[config.mk]
export PLATFORM = sky130hd
export DESIGN_NAME = spi_load_sequencer_flat
export DESIGN_NICKNAME = d
export VERILOG_FILES = /design/src/rtl/spi_load_sequencer_if.sv /design/src/rtl/spi_load_sequencer.sv /design/src/flat_wrapper.sv
export SDC_FILE = /design/constraint.sdc
export NUM_CORES = 1
export LEC_CHECK = 0
export BUFFER_PORTS_ARGS = -buffer_cell sky130_fd_sc_hd__buf_2
export CORE_MARGIN = 2
export CORE_UTILIZATION = 35
export CTS_BUF_LIST = sky130_fd_sc_hd__clkbuf_8 sky130_fd_sc_hd__clkbuf_16
export DETAILED_ROUTE_END_ITERATION = 8
export HOLD_SLACK_MARGIN = 0.06
export PLACE_DENSITY = 0.51
export SYNTH_ARGS = -nofsm -noshare
export SYNTH_HDL_FRONTEND = slang
export SYNTH_SLANG_ARGS = --single-unit
[constraint.sdc]
create_clock -name clk -period 3.4 [get_ports clk]
set_input_delay 0.17 -clock clk [delete_from_list [all_inputs] [get_ports clk]]
set_output_delay 0.17 -clock clk [all_outputs]
set_load 0.01 [all_outputs]
[src/rtl/spi_load_sequencer_if.sv]
// Parallel-port bundle between the load sequencer and the Master_Top SPI master.
// The sequencer uses the master modport; the SPI master (or a bench model) uses slave.
interface spi_load_sequencer_if #(
  parameter int DWIDTH = 16
);
  logic [DWIDTH-1:0] spi_addr;
  logic [DWIDTH-1:0] spi_wr_data;
  logic [DWIDTH-1:0] spi_nod;
  logic              spi_start;
  logic              spi_busy;
  logic              spi_word;
  logic              spi_done;
  logic [DWIDTH-1:0] spi_rd_data;

  modport master (
    output spi_addr, spi_wr_data, spi_nod, spi_start,
    input  spi_busy, spi_word, spi_done, spi_rd_data
  );

  modport slave (
    input  spi_addr, spi_wr_data, spi_nod, spi_start,
    output spi_busy, spi_word, spi_done, spi_rd_data
  );
endinterface

[src/rtl/spi_load_sequencer.sv]
// Streams image/filter/weight bytes from a local ROM through the SPI master, starts the CNN,
// then reads the result words back. ROM bytes are consumed strictly in transaction order.
module spi_load_sequencer #(
  parameter int DWIDTH    = 16,
  parameter int RAW       = 12,
  parameter int IMG_ROWS  = 28,
  parameter int FLT_BANKS = 4,
  parameter int FLT_ROWS  = 3,
  parameter int W1_NEUR   = 10,
  parameter int W2_NEUR   = 14,
  parameter int RD_NOD    = 15
) (
  input  logic                  clk,
  input  logic                  nRst,
  input  logic                  go,
  output logic [RAW-1:0]        rom_addr,
  input  logic [7:0]            rom_data,
  spi_load_sequencer_if.master  spi,
  output logic                  cnn_start,
  input  logic                  cnn_finish,
  output logic [DWIDTH-1:0]     res_data,
  output logic                  res_valid,
  output logic [3:0]            res_idx,
  output logic                  busy,
  output logic                  done
);
  localparam int W1_NOD = 7;
  localparam int W2_NOD = 10;

  typedef enum logic [2:0] {IDLE, PREF, ISSUE, XFER, NEXT, RUN, READ, RWAIT} state_t;

  state_t            state_q;
  logic [1:0]        seg_q;
  logic [4:0]        row_q;
  logic [3:0]        n_q;
  logic [RAW-1:0]    rom_addr_q;
  logic              pf_q;
  logic [1:0]        fetch_q;
  logic [DWIDTH-1:0] words_q;
  logic [3:0]        rd_cnt_q;
  logic              run_armed_q;
  logic              fin_prev_q;
  logic [DWIDTH-1:0] spi_addr_q, spi_wr_data_q, spi_nod_q, res_data_q;
  logic              spi_start_q, cnn_start_q, res_valid_q, busy_q, done_q;
  logic [3:0]        res_idx_q;

  logic [DWIDTH-1:0] addr_d, nod_d;
  logic              last_word, final_txn;

  always_comb begin
    addr_d = '0;
    nod_d  = '0;
    unique case (seg_q)
      2'd0: begin
        addr_d = DWIDTH'({1'b1, 3'b000, 2'b00, row_q, 5'b00000});
        nod_d  = DWIDTH'(IMG_ROWS);
      end
      2'd1: begin
        addr_d = DWIDTH'({1'b1, 3'b001, 6'b000000, n_q[1:0], row_q[1:0], 2'b00});
        nod_d  = DWIDTH'(FLT_ROWS);
      end
      2'd2: begin
        addr_d = DWIDTH'({1'b1, 3'b010, n_q, row_q, 3'b000});
        nod_d  = DWIDTH'(W1_NOD);
      end
      default: begin
        addr_d = DWIDTH'({1'b1, 3'b011, n_q, 8'h00});
        nod_d  = DWIDTH'(W2_NOD);
      end
    endcase
  end

  assign last_word = (words_q == spi_nod_q - DWIDTH'(1));
  // The very last ROM byte is not followed by another, so the pointer parks on it.
  assign final_txn = (seg_q == 2'd3) && (n_q == 4'(W2_NEUR));

  always_ff @(posedge clk or negedge nRst) begin
    if (!nRst) begin
      state_q       <= IDLE;
      seg_q         <= '0;
      row_q         <= '0;
      n_q           <= '0;
      rom_addr_q    <= '0;
      pf_q          <= 1'b0;
      fetch_q       <= '0;
      words_q       <= '0;
      rd_cnt_q      <= '0;
      run_armed_q   <= 1'b0;
      fin_prev_q    <= 1'b0;
      spi_addr_q    <= '0;
      spi_wr_data_q <= '0;
      spi_nod_q     <= '0;
      res_data_q    <= '0;
      spi_start_q   <= 1'b0;
      cnn_start_q   <= 1'b0;
      res_valid_q   <= 1'b0;
      res_idx_q     <= '0;
      busy_q        <= 1'b0;
      done_q        <= 1'b0;
    end else begin
      spi_start_q <= 1'b0;
      cnn_start_q <= 1'b0;
      res_valid_q <= 1'b0;
      done_q      <= 1'b0;
      fin_prev_q  <= cnn_finish;
      fetch_q     <= {fetch_q[0], 1'b0};
      // Two-stage fetch: address presented, ROM registers it, then the byte is latched.
      if (fetch_q[1]) spi_wr_data_q <= DWIDTH'(rom_data);

      unique case (state_q)
        IDLE: if (go) begin
          busy_q     <= 1'b1;
          rom_addr_q <= '0;
          seg_q      <= '0;
          row_q      <= '0;
          n_q        <= '0;
          pf_q       <= 1'b0;
          state_q    <= PREF;
        end
        PREF: if (!pf_q) begin
          pf_q <= 1'b1;
        end else begin
          pf_q          <= 1'b0;
          spi_wr_data_q <= DWIDTH'(rom_data);
          state_q       <= ISSUE;
        end
        ISSUE: if (!spi.spi_busy) begin
          spi_addr_q  <= addr_d;
          spi_nod_q   <= nod_d;
          spi_start_q <= 1'b1;
          words_q     <= '0;
          state_q     <= XFER;
        end
        XFER: begin
          if (spi.spi_word) begin
            words_q <= words_q + DWIDTH'(1);
            if (!(last_word && final_txn)) rom_addr_q <= rom_addr_q + RAW'(1);
            if (!last_word) fetch_q <= {fetch_q[0], 1'b1};
          end
          if (spi.spi_done) state_q <= NEXT;
        end
        NEXT: begin
          state_q <= PREF;
          unique case (seg_q)
            2'd0: if (row_q == 5'(IMG_ROWS - 1)) begin
              seg_q <= 2'd1;
              row_q <= '0;
              n_q   <= '0;
            end else row_q <= row_q + 5'd1;
            2'd1: if (row_q == 5'(FLT_ROWS - 1)) begin
              row_q <= '0;
              if (n_q == 4'(FLT_BANKS - 1)) begin
                seg_q <= 2'd2;
                n_q   <= 4'd1;
              end else n_q <= n_q + 4'd1;
            end else row_q <= row_q + 5'd1;
            2'd2: if (row_q == 5'(IMG_ROWS - 1)) begin
              row_q <= '0;
              if (n_q == 4'(W1_NEUR)) begin
                seg_q <= 2'd3;
                n_q   <= 4'd1;
              end else n_q <= n_q + 4'd1;
            end else row_q <= row_q + 5'd1;
            default: if (n_q == 4'(W2_NEUR)) begin
              run_armed_q <= 1'b0;
              state_q     <= RUN;
            end else n_q <= n_q + 4'd1;
          endcase
        end
        // Only a rising edge of finish after the start pulse counts.
        RUN: if (!run_armed_q) begin
          cnn_start_q <= 1'b1;
          run_armed_q <= 1'b1;
        end else if (cnn_finish && !fin_prev_q) begin
          state_q <= READ;
        end
        READ: if (!spi.spi_busy) begin
          spi_addr_q    <= DWIDTH'({1'b0, 3'b100, 8'h00, 4'h1});
          spi_nod_q     <= DWIDTH'(RD_NOD);
          spi_wr_data_q <= '0;
          spi_start_q   <= 1'b1;
          rd_cnt_q      <= '0;
          state_q       <= RWAIT;
        end
        // Completion is signalled straight from here so a go on the next cycle is accepted.
        RWAIT: begin
          if (spi.spi_word) begin
            res_data_q  <= spi.spi_rd_data;
            res_valid_q <= 1'b1;
            res_idx_q   <= rd_cnt_q;
            rd_cnt_q    <= rd_cnt_q + 4'd1;
          end
          if (spi.spi_done) begin
            done_q  <= 1'b1;
            busy_q  <= 1'b0;
            state_q <= IDLE;
          end
        end
        default: state_q <= IDLE;
      endcase
    end
  end

  assign rom_addr        = rom_addr_q;
  assign spi.spi_addr    = spi_addr_q;
  assign spi.spi_wr_data = spi_wr_data_q;
  assign spi.spi_nod     = spi_nod_q;
  assign spi.spi_start   = spi_start_q;
  assign cnn_start       = cnn_start_q;
  assign res_data        = res_data_q;
  assign res_valid       = res_valid_q;
  assign res_idx         = res_idx_q;
  assign busy            = busy_q;
  assign done            = done_q;
endmodule

[src/flat_wrapper.sv]
// flat-port wrapper written by rule: the top's interface ports become plain ports
module spi_load_sequencer_flat 
#(
  parameter int DWIDTH    = 16,
  parameter int RAW       = 12,
  parameter int IMG_ROWS  = 28,
  parameter int FLT_BANKS = 4,
  parameter int FLT_ROWS  = 3,
  parameter int W1_NEUR   = 10,
  parameter int W2_NEUR   = 14,
  parameter int RD_NOD    = 15
)
  (clk, nRst, go, rom_addr, rom_data, cnn_start, cnn_finish, res_data, res_valid, res_idx, busy, done, spi_spi_addr, spi_spi_wr_data, spi_spi_nod, spi_spi_start, spi_spi_busy, spi_spi_word, spi_spi_done, spi_spi_rd_data);
  spi_load_sequencer_if #(.DWIDTH(DWIDTH)) spi_i ();
  input  logic clk;
  input  logic nRst;
  input  logic go;
  output logic [RAW-1:0] rom_addr;
  input  logic [7:0] rom_data;
  output logic cnn_start;
  input  logic cnn_finish;
  output logic [DWIDTH-1:0] res_data;
  output logic res_valid;
  output logic [3:0] res_idx;
  output logic busy;
  output logic done;
  output wire logic [$bits(spi_i.spi_addr)-1:0] spi_spi_addr;
  output wire logic [$bits(spi_i.spi_wr_data)-1:0] spi_spi_wr_data;
  output wire logic [$bits(spi_i.spi_nod)-1:0] spi_spi_nod;
  output wire logic [$bits(spi_i.spi_start)-1:0] spi_spi_start;
  input wire logic [$bits(spi_i.spi_busy)-1:0] spi_spi_busy;
  input wire logic [$bits(spi_i.spi_word)-1:0] spi_spi_word;
  input wire logic [$bits(spi_i.spi_done)-1:0] spi_spi_done;
  input wire logic [$bits(spi_i.spi_rd_data)-1:0] spi_spi_rd_data;
  assign spi_spi_addr = spi_i.spi_addr;
  assign spi_spi_wr_data = spi_i.spi_wr_data;
  assign spi_spi_nod = spi_i.spi_nod;
  assign spi_spi_start = spi_i.spi_start;
  assign spi_i.spi_busy = spi_spi_busy;
  assign spi_i.spi_word = spi_spi_word;
  assign spi_i.spi_done = spi_spi_done;
  assign spi_i.spi_rd_data = spi_spi_rd_data;
  spi_load_sequencer #(.DWIDTH(DWIDTH), .RAW(RAW), .IMG_ROWS(IMG_ROWS), .FLT_BANKS(FLT_BANKS), .FLT_ROWS(FLT_ROWS), .W1_NEUR(W1_NEUR), .W2_NEUR(W2_NEUR), .RD_NOD(RD_NOD)) u_core (.clk(clk), .nRst(nRst), .go(go), .rom_addr(rom_addr), .rom_data(rom_data), .spi(spi_i), .cnn_start(cnn_start), .cnn_finish(cnn_finish), .res_data(res_data), .res_valid(res_valid), .res_idx(res_idx), .busy(busy), .done(done));
endmodule
==> impl_metrics.ini <==
[drt]
ant_nets = 0
wl_per_cell_um = 14.9
routed_via_density = 4.93
drc = 0
met1Wirelength_um = 6160
drt_iter0_markers = 248
vias = 4367
wl_met2_um = 6430
drtPass1Iterations = 4
routed_wl_um = 13200
met3_length_um = 424
top_layer = met4

[logic_synthesis]
synth_commonest_cells = dfrtp_1, nand2_1, nor2_1
synth-main-ff-cell = dfrtp_1
syn_area_mm2 = 0.00556
synth_seq_cells = 111
synthCells = 539
syn_area_per_cell_um2 = 10.3
synthDominantAreaCellType = dfrtp_1
ys_seq_area_frac = 0.500
netlist_top_cells_area = dfrtp_1, mux2_2, ha_1, nand2_1, o21ai_0
async_flop_share = 1.00
synth.distinct_cells = 65
synth.most_common_cell = dfrtp_1
synth_top_area_share = 0.500
synth-edff-count = 0
yosys_warnings = 0

[power_and_ir_drop]
p_leak_uw = 0.00332
power.internal_uw = 3160
p_total_uw = 5010
net-switching-power_uw = 1840
power_frac_comb = 0.374
vdd_drop_max_mv = 0.255
power_density_mw_per_mm2 = 732
p_clk_frac = 0.232
seqPwrFrac = 0.394
netSwitchingFraction = 0.368

[critical_path]
critPathTopFamily = compound AO/OA/AOI/OAI gates
worst-setup-path-type = reg -> reg
cp_slowest_cell = a21oi_2
cp.arrival_ns = 3.15
startpoint_type = flop
endpoint_kind = flop
crit_path_frequent_cell = ha_1
crit_chain = inv_1 > ha_1 > nor3b_1 > ha_1 > xor2_1 > nand4_1 > a211oi_2 > a21oi_2 > and2b_2 > a221o_2
path_max_fanout = 12
critPathBufInv = 1
cp_data_required_time_ns = 3.64
cpPeakStageDelay_ns = 0.51

[clock_tree]
h-tree-depth = 3
cts_tree = yes
numCtsBuffers = 9
clock-sinks = 111
clock_latency_ns = 0.35
clk_pin_slew_ns = 0.07
cts-resized-gates = 0
cts_root_buffer = clkbuf_16
cts_hold_buf = 23
cts_max_path_buffers = 2
post_cts_buffers = 0

[die]
ios = 116
start_util = 0.354
die_x_um = 130
die_area_mm2 = 0.0169
die_h_um = 130
core_mm2 = 0.0157
rows = 46

[place]
gp_congestion = 0.842
dpl_cell_area_mm2 = 0.00628
io_buffers = 103
dp.final_hpwl_um = 9430

[sta]
rsz0062_at_grt = false
max_freq_ghz = 0.343
fin_crit_ns = 2.92
hold_viol_final = 0
clock_skew_ns = 0.00892
tightest_slew_ns = 0.806
fin_crit_sh = 0.859
slew_violations = 0
timing.slew.headroom = 0.463
setup_tns_ns = 0
finalSetupViolCount = 0

[global_routing]
grt_max_degree = 63
grt_pass1_vias = 4203
antenna_found_initial = 0
grt.total_usage = 0.162
grt_first_pass_wirelength_um = 21500
gr-total-overflow = 0

[cells_and_area]
stdcell_area_mm2 = 0.00684
fin_nets = 714
diodes = 0
drive_gt1_frac = 0.257
area_delta_synth_final_pct = 23.0

[flow_run]
max_cap_viol_count = 0

[run_status]
outcome = finished, final reports clean

[hold_path]
min_path_type = in -> reg
[worst register-to-register path: cells and delay by family (launching register included)]
kind                       cells  cell delay, ns
buffers and inverters          1            0.09
DFF                            1            0.43
AOI/OAI and AO/OA              3            0.97
xor gates and xnor gates       1            0.14
adders and majority gates      2            0.46
and+or+nand+nor                3            0.71
[cell families (layout without fill, tap and decap cells)]
group / count (synthesis) / count (layout) / share of synthesized area
XOR/XNOR: 20 / 20 / 0.0340
adder cells (fa/ha/maj): 18 / 18 / 0.0405
buffers and inverters: 54 / 174 / 0.0504
AO/OA/AOI/OAI: 110 / 110 / 0.137
multiplexers: 28 / 28 / 0.0554
AND/OR/NAND/NOR: 197 / 197 / 0.182
flip-flops: 111 / 111 / 0.500
other: 1 / 12 / 0.000675
[metal layers]
metal,vias up,global-route usage
li1,2146,-
met1,2151,0.223
met2,59,0.260
met3,11,0.0275
met4,0,0.0531
met5,-,0
[per-stage QoR]
step	hold slack (ns)	setup WS, ns	std cells	utilization
6_report	0.0728	0.480	886	0.435
5_1_grt	0.0661	0.302	886	0.435
3_5_place_dp	0.303	0.460	847	0.400
2_1_floorplan	-0.126	0.931	550	-
4_1_cts	0.0608	0.453	886	0.435
3_3_place_gp	0.305	0.564	847	0.400
[state kept, by name, summed over array words and instances (netlist names), 5 cells and up]
register	cells
u_core.spi.spi_addr	14
u_core.spi.spi_nod	5
u_core.words_q	16
u_core.row_q	5
u_core.rom_addr	12
u_core.res_data	16
u_core.spi.spi_wr_data	16
[cells in the final DEF (no fill, tap or decap), types with 10 or more instances in the layout]
master / Yosys / routed
mux2_2: 22 / 22
xor2_1: 12 / 12
buf_4: 13 / 14
o21ai_0: 35 / 35
and3_1: 12 / 12
conb_1: 1 / 12
nand4_1: 12 / 12
nor2_1: 38 / 38
nand3_1: 21 / 21
nand2_1: 56 / 56
buf_2: 0 / 102
dfrtp_1: 111 / 111
dlygate4sd3_1: 0 / 23
inv_1: 17 / 17
ha_1: 18 / 18
and2_1: 10 / 10
[worst paths after layout]
path / from / end / slack [ns] / cells past startpoint
worst max register to register: u_core.spi.spi_nod[0] / u_core.rom_addr[11] / 0.48 / 10
min in group asynchronous: nRst / u_core.spi.spi_wr_data[14] / 0.44 / 2
worst min-delay path: spi_spi_rd_data[0] / u_core.res_data[0] / 0.07 / 2
worst max-delay path: u_core.spi.spi_nod[0] / u_core.rom_addr[11] / 0.48 / 10
max in group asynchronous: nRst / u_core.rd_cnt_q[3] / 2.07 / 3
worst min register to register: u_core.fetch_q[0] / u_core.fetch_q[1] / 0.37 / 0
[power by group through the flow]
stage	combinational [uW]	sequential, uW	clock [uW]
4_1_cts	1890	1980	1200
5_1_grt	2120	2030	1260
2_1_floorplan	1150	2040	0
6_report	1870	1970	1160
3_3_place_gp	1830	1980	0
3_5_place_dp	1860	2000	0
[layout make-up]
type	instances	area [um2]
clock buffers	11	253
multi-input cells	385	2540
inverters	19	71.3
clock inverters	5	80.1
well taps	216	270
repair buffers	139	846
flip-flops and latches	111	2780
fillers	1530	8870
Note: power is estimated with default switching activity, not from simulation.
